File: config.mk
export PLATFORM = sky130hd
export DESIGN_NAME = fphub_div_operand_classifier
export DESIGN_NICKNAME = d
export VERILOG_FILES = /design/src/rtl/fphub_div_operand_classifier.sv
export SDC_FILE = /design/constraint.sdc
export NUM_CORES = 1
export LEC_CHECK = 0
export CAP_MARGIN = 15
export CELL_PAD_IN_SITES_DETAIL_PLACEMENT = 2
export CELL_PAD_IN_SITES_GLOBAL_PLACEMENT = 2
export CORE_UTILIZATION = 26
export CTS_CLUSTER_SIZE = 16
export DETAILED_ROUTE_END_ITERATION = 8
export HOLD_SLACK_MARGIN = 0.08
export PLACE_DENSITY = 0.83
export SLEW_MARGIN = 0
export SYNTH_ARGS = -nofsm -noshare
export SYNTH_HDL_FRONTEND = slang
export SYNTH_SLANG_ARGS = --single-unit
File: constraint.sdc
create_clock -name clk -period 2.6 [get_ports clk]
set_clock_uncertainty 0.15 [all_clocks]
set_input_delay 0.52 -clock clk [delete_from_list [all_inputs] [get_ports clk]]
set_output_delay 0.52 -clock clk [all_outputs]
set_load 0.03 [all_outputs]
File: src/rtl/fphub_div_operand_classifier.sv
// Two-stage HUB-format divider operand classifier: tags each operand as Inf/Zero/One/None.
// Optional saturating special-transfer counter enabled by FPHUB_CLASSIFIER_COUNT_EN.
module fphub_div_operand_classifier #(
    parameter int unsigned M            = 23,
    parameter int unsigned E            = 8,
    parameter int unsigned special_case = 7
) (
    input  logic                              clk,
    input  logic                              rst,
    input  logic                              in_valid,
    output logic                              in_ready,
    input  logic [E+M:0]                      X,
    input  logic [E+M:0]                      Y,
    output logic                              out_valid,
    input  logic                              out_ready,
    output logic [E+M:0]                      X_out,
    output logic [E+M:0]                      Y_out,
    output logic [$clog2(special_case)-1:0]   X_special_case,
    output logic [$clog2(special_case)-1:0]   Y_special_case,
    output logic                              is_special
`ifdef FPHUB_CLASSIFIER_COUNT_EN
    ,
    output logic [15:0]                       special_count
`endif
);

    localparam int unsigned W  = E + M + 1;
    localparam int unsigned CW = $clog2(special_case);

    localparam logic [CW-1:0] CASE_NONE   = CW'(0);
    localparam logic [CW-1:0] CASE_INF_P  = CW'(1);
    localparam logic [CW-1:0] CASE_INF_N  = CW'(2);
    localparam logic [CW-1:0] CASE_ZERO_P = CW'(3);
    localparam logic [CW-1:0] CASE_ZERO_N = CW'(4);
    localparam logic [CW-1:0] CASE_ONE_P  = CW'(5);
    localparam logic [CW-1:0] CASE_ONE_N  = CW'(6);

    // Biased exponent of 1.0
    localparam logic [E-1:0] ONE_EXP = {1'b0, {(E-1){1'b1}}};

    function automatic logic [CW-1:0] classify(input logic [W-1:0] v);
        logic [E+M-1:0] mag;
        logic           neg;
        mag = v[E+M-1:0];
        neg = v[E+M];
        if (&mag)
            classify = neg ? CASE_INF_N : CASE_INF_P;
        else if (mag == '0)
            classify = neg ? CASE_ZERO_N : CASE_ZERO_P;
        else if ((mag[E+M-1:M] == ONE_EXP) && (mag[M-1:0] == '0))
            classify = neg ? CASE_ONE_N : CASE_ONE_P;
        else
            classify = CASE_NONE;
    endfunction

    logic          s1_valid_q, s1_valid_d;
    logic [W-1:0]  s1_x_q, s1_x_d;
    logic [W-1:0]  s1_y_q, s1_y_d;
    logic          s2_valid_q, s2_valid_d;
    logic [W-1:0]  x_out_q, x_out_d;
    logic [W-1:0]  y_out_q, y_out_d;
    logic [CW-1:0] x_code_q, x_code_d;
    logic [CW-1:0] y_code_q, y_code_d;
    logic          special_q, special_d;
    logic [15:0]   count_q, count_d;
    logic          s2_adv;
    logic          accept;
    logic [CW-1:0] x_code_c;
    logic [CW-1:0] y_code_c;

    // Handshake and next-state for both stages
    always_comb begin
        s1_valid_d = s1_valid_q;
        s1_x_d     = s1_x_q;
        s1_y_d     = s1_y_q;
        s2_valid_d = s2_valid_q;
        x_out_d    = x_out_q;
        y_out_d    = y_out_q;
        x_code_d   = x_code_q;
        y_code_d   = y_code_q;
        special_d  = special_q;
        count_d    = count_q;

        x_code_c   = classify(s1_x_q);
        y_code_c   = classify(s1_y_q);
        s2_adv     = !s2_valid_q || out_ready;
        in_ready   = !s1_valid_q || s2_adv;
        accept     = in_valid && in_ready;

        if (accept) begin
            s1_valid_d = 1'b1;
            s1_x_d     = X;
            s1_y_d     = Y;
        end else if (s2_adv) begin
            s1_valid_d = 1'b0;
        end

        if (s2_adv) begin
            s2_valid_d = s1_valid_q;
            if (s1_valid_q) begin
                x_out_d   = s1_x_q;
                y_out_d   = s1_y_q;
                x_code_d  = x_code_c;
                y_code_d  = y_code_c;
                special_d = (x_code_c != CASE_NONE) || (y_code_c != CASE_NONE);
            end
        end

        // Saturating count of delivered special pairs
        if (s2_valid_q && out_ready && special_q && (count_q != 16'hFFFF))
            count_d = count_q + 16'd1;
    end

    always_ff @(posedge clk) begin
        if (rst) begin
            s1_valid_q <= 1'b0;
            s1_x_q     <= '0;
            s1_y_q     <= '0;
            s2_valid_q <= 1'b0;
            x_out_q    <= '0;
            y_out_q    <= '0;
            x_code_q   <= CASE_NONE;
            y_code_q   <= CASE_NONE;
            special_q  <= 1'b0;
            count_q    <= '0;
        end else begin
            s1_valid_q <= s1_valid_d;
            s1_x_q     <= s1_x_d;
            s1_y_q     <= s1_y_d;
            s2_valid_q <= s2_valid_d;
            x_out_q    <= x_out_d;
            y_out_q    <= y_out_d;
            x_code_q   <= x_code_d;
            y_code_q   <= y_code_d;
            special_q  <= special_d;
            count_q    <= count_d;
        end
    end

    assign out_valid      = s2_valid_q;
    assign X_out          = x_out_q;
    assign Y_out          = y_out_q;
    assign X_special_case = x_code_q;
    assign Y_special_case = y_code_q;
    assign is_special     = special_q;

`ifdef FPHUB_CLASSIFIER_COUNT_EN
    assign special_count = count_q;
`else
    logic unused_count;
    assign unused_count = ^count_q;
`endif

endmodule

==> results_dict.tcl, run 1 <==
set metrics [dict create \
    syn-mean-instance-area_um2 7.77 \
    cts-root-buf "clkbuf_16" \
    drcViolationCount 0 \
    met2_length_um 9350 \
    tightest_slew_ns 0.617 \
    max_stage_delay_ns 0.61 \
    hold_violations 0 \
    crit_fanout 3 \
    global_route.overflow_total 0 \
    highest_layer "met4" \
    initial_utilization_pct 26.8 \
    min_to "X_out[2]" \
    synth_area_um2 5060 \
    cts_resized 0 \
    wl_met1_um 7980 \
    ant_nets 0 \
    p_leak_nw 2.59 \
    wl_um 18500 \
    hold_path.class "reg -> reg" \
    final.min_clock_period_ns 2.55 \
    core_area_um2 18900 \
    synth_seq_area_share_pct 54.2 \
    cts_setup_buffers 0 \
    endpoint_kind "output pin" \
    hold_depth 2 \
    finalSetupViolCount 0 \
    synth_seq_cells 137 \
    holdWs_ns 0.307 \
    peakVddDrop_mv 0.414 \
    power_frac_seq_pct 42.4 \
    die_area_um2 20000 \
    switching_share_pct 24.6 \
    combPwrFrac_pct 9.8 \
    yosysWarningCount 0 \
    syn_inst 651 \
    die_y_um 142 \
    r2r_slack_ns 0.51 \
    fin_total_pwr_mw 5.35 \
    required_ns 1.93 \
    grt_pass1_wl_um 29800 \
    path_class "in -> out" \
    cp-start-kind "primary input" \
    place_congestion 0.787 \
    drv_slew 0 \
    rr_endpoint "is_special" \
    synth_area_leader_cell "dfxtp_1" \
    io_pins 141 \
    grtUsageTotal_pct 19.2 \
    arrival_ns 1.88 \
    synth.area.top_cells "dfxtp_1 54%, nand2_1 20%, a21oi_1 13%" \
    grt_pass1_vias 5581 \
    dr_wl_met3_um 740 \
    clkSinkCount 137 \
    fin_crit_sh_pct 98.1 \
    ys_types 32 \
    drive_gt1_share_pct 6.96 \
    vias 5054 \
    rows 50 \
    grt_antenna_before_repair 0 \
    antenna_cells 0 \
    worstHoldStart "X_out[2]" \
    port_buffers 140 \
    fillers 2113 \
    path_common_cell "clkdlybuf4s50_1" \
    nets 846 \
    mostFrequentLayoutCells "265 x nand2_1, 139 x clkdlybuf4s50_1, 137 x dfxtp_1" \
    timing.slew.headroom_pct 58.5 \
    power_density_nw_per_um2 721 \
    synth_nets 719 \
    ff2ff_path_depth 5 \
    cts_buffers 17 \
    status "completed" \
    tns_ns 0 \
    routedWlPerCell_um 17.6 \
    die_x_um 142 \
    maxCapViolCount 0 \
    fmaxAchievable_ghz 0.392 \
    clock_latency_ns 0.42 \
    regToRegStartpoint "s1_x_q[0]" \
    crit_path_top_delay_cell "clkdlybuf4s50_1" \
    clk_pin_slew_worst_paths_ns 0.06 \
    rsz0062_at_grt "no" \
    synthToLayoutAreaGrowth_pct 46.6 \
    first_pass_iters 5 \
    crit_chain "clkdlybuf4s50_1 -> nor2b_1 -> nand2_1 -> clkdlybuf4s50_1" \
    dp_hpwl_um 12900 \
    yosysTopAreaCellShare_pct 54.2 \
    cts_tree "built" \
    viasPerCell 4.81 \
    grt_max_degree 73 \
    intPower_mw 4.03 \
    drt_iter0_markers 154 \
    p_switching_mw 1.32 \
    power.share.clock_pct 47.8 \
    clock_path_buffers 2 \
    htree_levels 4 \
    cts_hold_buf 0 \
    layout_commonest_cell "nand2_1" \
]
[cell type report]
type / instances / area [µm²] / area share (%)
Sequential cell: 137 / 2740 / 37.0
Multi-Input combinational cell: 470 / 2170 / 29.2
Timing Repair Buffer: 152 / 1560 / 21.1
Clock buffer: 19 / 443 / 5.97
Tap cell: 260 / 325 / 4.39
Clock inverter: 12 / 175 / 2.36
[per-stage QoR]
| stage | cells | utilization, % | setup slack (ns) | instance area (µm²) |
|---|---|---|---|---|
| floorplan | 651 | - | 0.549 | 5060 |
| global placement | 1019 | 36.0 | 0.108 | 6800 |
| detailed placement | 1019 | 36.0 | 0.0406 | 6800 |
| CTS | 1050 | 39.3 | 0.0303 | 7420 |
| global route | 1050 | 39.3 | 0.0219 | 7420 |
| finish | 1050 | 39.3 | 0.0497 | 7420 |
[cells by family (layout without fill, tap and decap cells)]
family / Yosys count / in the layout / synth area share (%)
AND/OR/NAND/NOR: 327 / 327 / 27.5
AO/OA/AOI/OAI: 142 / 142 / 14.8
flip-flops: 137 / 137 / 54.2
buffers and inverters: 44 / 183 / 3.26
multiplexers: 1 / 1 / 0.222
[worst max path at each step]
stage	start	to	slack, ns	cells after the start
floorplan	out_valid	s1_x_q[10]	0.55	7
global placement	out_ready	in_ready	0.11	4
detailed placement	out_ready	in_ready	0.04	4
CTS	out_ready	in_ready	0.03	4
global route	out_ready	in_ready	0.02	4
finish	out_ready	in_ready	0.05	4
[critical path: cells and delay by family]
family / cells / cell delay, ns
buf+inv: 2 / 1.03
simple gates: 2 / 0.32
[synthesized netlist by cell type]
library cell	n
nor2b_1	2
a311oi_2	1
dfxtp_1	137
and2_1	1
a21o_1	1
nor4_2	1
a31oi_1	1
nand3_1	6
nor3b_1	1
o21ai_1	1
nor4_1	14
nand3b_1	2
nand4_1	13
o21ai_0	1
nor3_1	3
o41ai_2	1
nand4_2	2
nand2b_1	1
nand2_1	266
nand4_4	1
a311oi_1	1
mux2_1	1
nor2_2	1
clkbuf_1	40
o41ai_1	1
a21oi_1	132
o31a_1	1
nor2_1	9
and4_4	1
buf_1	4
or4_1	3
o211ai_1	1
[routing by layer]
metal	global-route usage, %	up-vias
li1	-	2422
met1	22.5	2488
met2	33.9	116
met3	4.12	28
met4	8.04	0
met5	0	-
[power groups by stage]
stage / clock [mW] / combinational [mW] / sequential [mW]
floorplan: 0 / 0.212 / 2.34
global placement: 0 / 0.507 / 2.31
detailed placement: 0 / 0.527 / 2.32
CTS: 2.62 / 0.533 / 2.27
global route: 2.69 / 0.571 / 2.28
finish: 2.56 / 0.523 / 2.27
[registers in the layout, indices dropped and copies added, names as in the netlist, 3 cells and up]
register        flops
s1_x_q             32
Y_special_case      3
s1_y_q             32
Y_out              32
X_out              32
X_special_case      3
Power figures use the tool's default switching activity.
==> inputs of run 2 (changes only) <==
ABC_AREA = 1   (was unset)
CORE_UTILIZATION = 27   (was 26)
PLACE_DENSITY = 0.84   (was 0.83)
==> run 2 against run 1 <==
Synthesized cell count increased by 14%. Utilization grew 0.31 points. Fmax increased by 1.4%. Largest power group unchanged. Critical path type unchanged. Highest routed layer unchanged. Die area rose by 4.9%. Critical endpoint unchanged. First-iteration DRC count is 48% higher. Global-route usage down 1.2 points. Synthesized area is 9.0% higher. Via count rose by 7.0%. Design area is 5.2% higher. Cell count is 9.0% higher. Worst hold slack improved by 0.024 ns. Setup slack better by 0.036 ns.
==> results_dict.tcl, run 2 <==
set metrics [dict create \
    rsz0062_at_grt "no" \
    max_stage_delay_ns 0.68 \
    clock_latency_ns 0.42 \
    crit_path_top_delay_cell "clkdlybuf4s50_1" \
    layout_commonest_cell "nor2_1" \
    ant_nets 0 \
    synth_nets 810 \
    drt_iter0_markers 228 \
    vias 5408 \
    mostFrequentLayoutCells "161 x nor2_1, 140 x clkdlybuf4s50_1, 137 x dfxtp_1" \
    dp_slack_ns 0.0708 \
    synth_seq_area_share_pct 49.7 \
    fin_crit_sh_pct 96.7 \
    synth.most_common_cell "nor2_1" \
    maxCapViolCount 0 \
    final.min_clock_period_ns 2.51 \
    min_to "X_special_case[0]" \
    p_leak_nw 2.92 \
    cp-start-kind "primary input" \
    endpoint_kind "output pin" \
    numPlacedInstances 1113 \
    arrival_ns 1.84 \
    ff2ff_path_depth 8 \
    cp_num_buf_inv 3 \
    hold_depth 2 \
    drcViolationCount 0 \
    synth_area_um2 5520 \
    hold_violations 0 \
    synthToLayoutAreaGrowth_pct 41.5 \
    initial_utilization_pct 28.0 \
    crit_fanout 3 \
    synth_seq_cells 137 \
    port_buffers 140 \
    antenna_cells 0 \
    dp_hpwl_um 13000 \
    grtUsageTotal_pct 18.1 \
    ys_types 24 \
    die_area_um2 21000 \
    peakVddDrop_mv 0.494 \
    tightest_slew_ns 0.714 \
    worstHoldStart "X_special_case[0]" \
    synth_ff_type "dfxtp_1" \
    power_density_nw_per_um2 753 \
    fin_total_pwr_mw 5.87 \
    grt_max_degree 92 \
    fillers 2254 \
    drv_slew 0 \
    htree_levels 4 \
    yosysTopAreaCellShare_pct 49.7 \
    wl_um 18500 \
    syn_inst 742 \
    viasPerCell 4.72 \
    setup_slack_ns 0.0855 \
    nets 935 \
    clkSinkCount 137 \
    cts_hold_buf 0 \
    syn-mean-instance-area_um2 7.43 \
    drive_gt1_share_pct 8.52 \
    rows 51 \
    clk_pin_slew_worst_paths_ns 0.06 \
    crit_family "buffers and inverters" \
    die_x_um 145 \
    grt_pass1_vias 5661 \
    cts_tree "built" \
    cts_resized 0 \
    regToRegStartpoint "s1_y_q[15]" \
    grt_pass1_wl_um 30100 \
    cts_buffers 17 \
    die_y_um 145 \
    synth_edf_count 0 \
    io_pins 141 \
    place_congestion 0.753 \
    clock_path_buffers 2 \
    yosysWarningCount 0 \
    ys_top_cells_by_count "161 x nor2_1, 137 x dfxtp_1, 127 x o21ai_0, 89 x a21oi_1, 79 x nand2_1" \
    r2r_slack_ns 1.02 \
    timing.slew.headroom_pct 52.3 \
    finalSetupViolCount 0 \
    grt_antenna_before_repair 0 \
    tns_ns 0 \
    crit_chain "clkdlybuf4s50_1 -> inv_2 -> nand3_2 -> clkdlybuf4s50_1" \
    synth_area_leader_cell "dfxtp_1" \
    status "completed" \
    hold_path.class "reg -> reg" \
    rr_endpoint "Y_special_case[1]" \
    core_area_um2 19700 \
    global_route.overflow_total 0 \
    cts_setup_buffers 0 \
    required_ns 1.93 \
    path_common_cell "clkdlybuf4s50_1" \
    path_class "in -> out" \
    synth_async_sr_flop_share_pct 0 \
    stdcell_count 1145 \
    fmaxAchievable_ghz 0.398 \
    first_pass_iters 4 \
    cts-root-buf "clkbuf_16" \
    routedWlPerCell_um 16.2 \
    synth.area.top_cells "dfxtp_1 50%, o21ai_0 12%, nor2_1 11%" \
]
[run 2: cell count changes after synthesis, moves of 7 or more]
cell,before,now
nand2_1,266,79
inv_1,0,44
a21oi_1,132,89
o21ai_0,1,127
nor4_1,14,0
nand3_1,6,16
clkbuf_1,40,8
nand2_2,0,7
nor2_1,9,161
buf_2,0,25
nor2_2,1,8
nand4_1,13,6
[run 2: power breakdown]
part	internal [mW]	total (mW)	leakage, nW	switching [mW]
Sequential	2.25	2.36	1.13	0.115
Clock	1.74	2.68	0.319	0.948
Combinational	0.341	0.827	1.47	0.486
[run 2: worst max path at each step]
| stage | from | to | depth (start not counted) |
|---|---|---|---|
| floorplan | out_valid | s1_x_q[30] | 5 |
| finish | out_ready | in_ready | 4 |
| CTS | out_ready | in_ready | 4 |
| global placement | out_ready | in_ready | 4 |
| detailed placement | out_ready | in_ready | 4 |
| global route | out_ready | in_ready | 4 |
[run 2: cells by family after synthesis]
| family | share of synthesized area, % |
|---|---|
| AOI/OAI and AO/OA | 20.5 |
| buffers and inverters | 7.51 |
| DFF | 49.7 |
| and+or+nand+nor | 22.3 |
[run 2: layout make-up]
type	count	area [µm²]	share of cell area, %
Timing Repair Buffer	149	1520	19.5
Clock inverter	10	163	2.08
Sequential cell	137	2740	35.2
Inverter	50	189	2.42
Tap cell	265	332	4.25
Clock buffer	22	494	6.33
Multi-Input combinational cell	512	2360	30.3
[run 2: through the flow]
stage          hold WS [ns]  cell area [µm²]  utilization [%]
3_3_place_gp          0.315             7150             36.2
3_5_place_dp          0.318             7150             36.2
6_report              0.330             7800             39.6
5_1_grt               0.346             7800             39.6
4_1_cts               0.329             7800             39.6
2_1_floorplan         0.306             5520                -
[run 2: per-layer routing]
layer | vias to the layer above | global-route usage (%) | wire length (µm)
li1 | 2667 | - | -
met1 | 2618 | 22.6 | 8550
met2 | 105 | 30.1 | 8860
met3 | 18 | 4.59 | 872
met4 | 0 | 6.06 | 247
met5 | - | 0 | 0
[run 2: tightest hold or removal path: stages, from the launching register on]
cell and delay, ns:
dfxtp_1 0.31, nand2_1 0.08, a21oi_2 0.05
==> inputs of run 3 (changes only) <==
CORE_MARGIN = 5   (was unset)
clock period = 2.5 ns   (was 2.6 ns; I/O delays follow)
==> run 3 against run 2 <==
Cell count grew 0.79%. Largest cell class unchanged. Sequential share of layout area rose by 0.14 points. Critical path type is now reg -> out. Wire length increased by 6.1%. Design area down 0.38%. Power decreased by 0.73%. Register-to-register slack worse by 0.15 ns. Global-route usage fell by 1.2 points. Flip-flop and latch count is the same. Clock power is 7% lower. Die area increased by 11%. Critical path depth decreased by 3.
==> results_dict.tcl, run 3 (same netlist as run 2, synthesis figures left out) <==
set metrics [dict create \
    nets 940 \
    crit_family "buffers and inverters" \
    cp_num_buf_inv 1 \
    required_ns 1.85 \
    synthToLayoutAreaGrowth_pct 40.9 \
    p_leak_nw 2.91 \
    port_buffers 140 \
    endpoint_kind "output pin" \
    die_y_um 153 \
    routedWlPerCell_um 17.0 \
    cts_setup_buffers 0 \
    antenna_cells 0 \
    cts_tree "built" \
    grt_pass1_wl_um 32000 \
    clk_pin_slew_worst_paths_ns 0.06 \
    status "completed" \
    crit_fanout 2 \
    seqCellArea_um2 2740 \
    arrival_ns 1.51 \
    vias 5421 \
    cp-start-kind "flip-flop" \
    utilization_pct 38.5 \
    finalSetupViolCount 0 \
    rsz0062_at_grt "no" \
    hold_path.class "reg -> reg" \
    dp_slack_ns 0.257 \
    global_route.overflow_total 0 \
    power_density_nw_per_um2 750 \
    multi_input_area_um2 2360 \
    tightest_slew_ns 0.442 \
    rows 52 \
    ant_nets 0 \
    drcViolationCount 0 \
    switching_share_pct 27.4 \
    crit_path_top_delay_cell "clkdlybuf4s50_1" \
    combPwrFrac_pct 15.0 \
    layout_commonest_cell "nor2_1" \
    die_x_um 153 \
    max_stage_delay_ns 0.76 \
    drive_gt1_share_pct 8.71 \
    grt_max_degree 96 \
    clock_path_buffers 2 \
    dp_hpwl_um 14100 \
    peakVddDrop_mv 0.457 \
    drv_slew 0 \
    grt_pass1_vias 5929 \
    io_pins 141 \
    tns_ns 0 \
    die_area_um2 23400 \
    viasPerCell 4.70 \
    fillers 2326 \
    mostFrequentLayoutCells "161 x nor2_1, 139 x clkdlybuf4s50_1, 137 x dfxtp_1" \
    fin_total_pwr_mw 5.83 \
    wl_um 19700 \
    intPower_mw 4.23 \
    place_congestion 0.774 \
    initial_utilization_pct 27.3 \
    cts_hold_buf 0 \
    power.share.clock_pct 42.8 \
    clkSinkCount 137 \
    fmaxAchievable_ghz 0.462 \
    crit_chain "clkdlybuf4s50_1" \
    fin_crit_sh_pct 86.5 \
    cts_buffers 17 \
    p_switching_mw 1.60 \
    core_area_um2 20200 \
    hold_violations 0 \
    path_class "reg -> out" \
    maxCapViolCount 0 \
    numPlacedInstances 1123 \
    stdcell_count 1154 \
    final.min_clock_period_ns 2.16 \
    cts_resized 0 \
    setup_slack_ns 0.337 \
    timing.slew.headroom_pct 70.5 \
    first_pass_iters 4 \
    cts-root-buf "clkbuf_16" \
    power_frac_seq_pct 42.2 \
    htree_levels 4 \
    drt_iter0_markers 210 \
    clock_latency_ns 0.42 \
    grtUsageTotal_pct 16.9 \
    grt_antenna_before_repair 0 \
]
run 3: cell types whose count changed in the layout (fill, tap and decap cells not counted), sizes merged:
cell and change:
buf +6, bufinv -2, clkbuf +1, clkdlybuf4s50 -1
clkinv +1, inv -1
run 3: metrics by stage:
stage          hold slack, ns  instance area (µm²)
2_1_floorplan           0.306                 5520
3_3_place_gp            0.314                 7200
3_5_place_dp            0.326                 7200
4_1_cts                 0.340                 7770
5_1_grt                 0.348                 7770
6_report                0.331                 7770
run 3: final cells by class:
cell class | count | area share (%)
multi-input combinational | 512 | 30.4
timing repair buffer | 154 | 20.2
clock buffer | 23 | 6.15
clock inverter | 8 | 1.22
sequential | 137 | 35.3
tap | 270 | 4.35
inverter | 50 | 2.43
run 3: layer usage:
layer | up-vias | share of wire [%] | global-route usage, %
li1 | 2678 | - | -
met1 | 2621 | 48 | 22.5
met2 | 104 | 47 | 27.7
met3 | 18 | 3.5 | 3.87
met4 | 0 | 1.3 | 4.67
met5 | - | 0 | 0
run 3: worst register-to-register path, delay by kind of cell (launching register included):
kind | cells | cell delay [ns]
flops | 1 | 0.39
simple gates | 2 | 0.23
compound gates | 2 | 0.44
buf+inv | 2 | 0.29
run 3: power by group through the flow:
stage          Combinational (mW)  Clock, mW  Sequential [mW]
5_1_grt                     0.963       2.63             2.49
3_3_place_gp                0.855          0             2.50
3_5_place_dp                0.879          0             2.51
6_report                    0.874       2.49             2.46
2_1_floorplan               0.350          0             2.62
4_1_cts                     0.891       2.54             2.46
run 3: worst paths after layout:
| kind | from | to | slack (ns) | depth (start not counted) |
|---|---|---|---|---|
| hold reg to reg | Y_out[14] | Y_out[14] | 0.33 | 2 |
| setup reg to reg | out_valid | X_out[24] | 0.87 | 6 |
| setup / recovery | X_out[2] | X_out[2] | 0.34 | 1 |
| hold / removal | Y_out[14] | Y_out[14] | 0.33 | 2 |
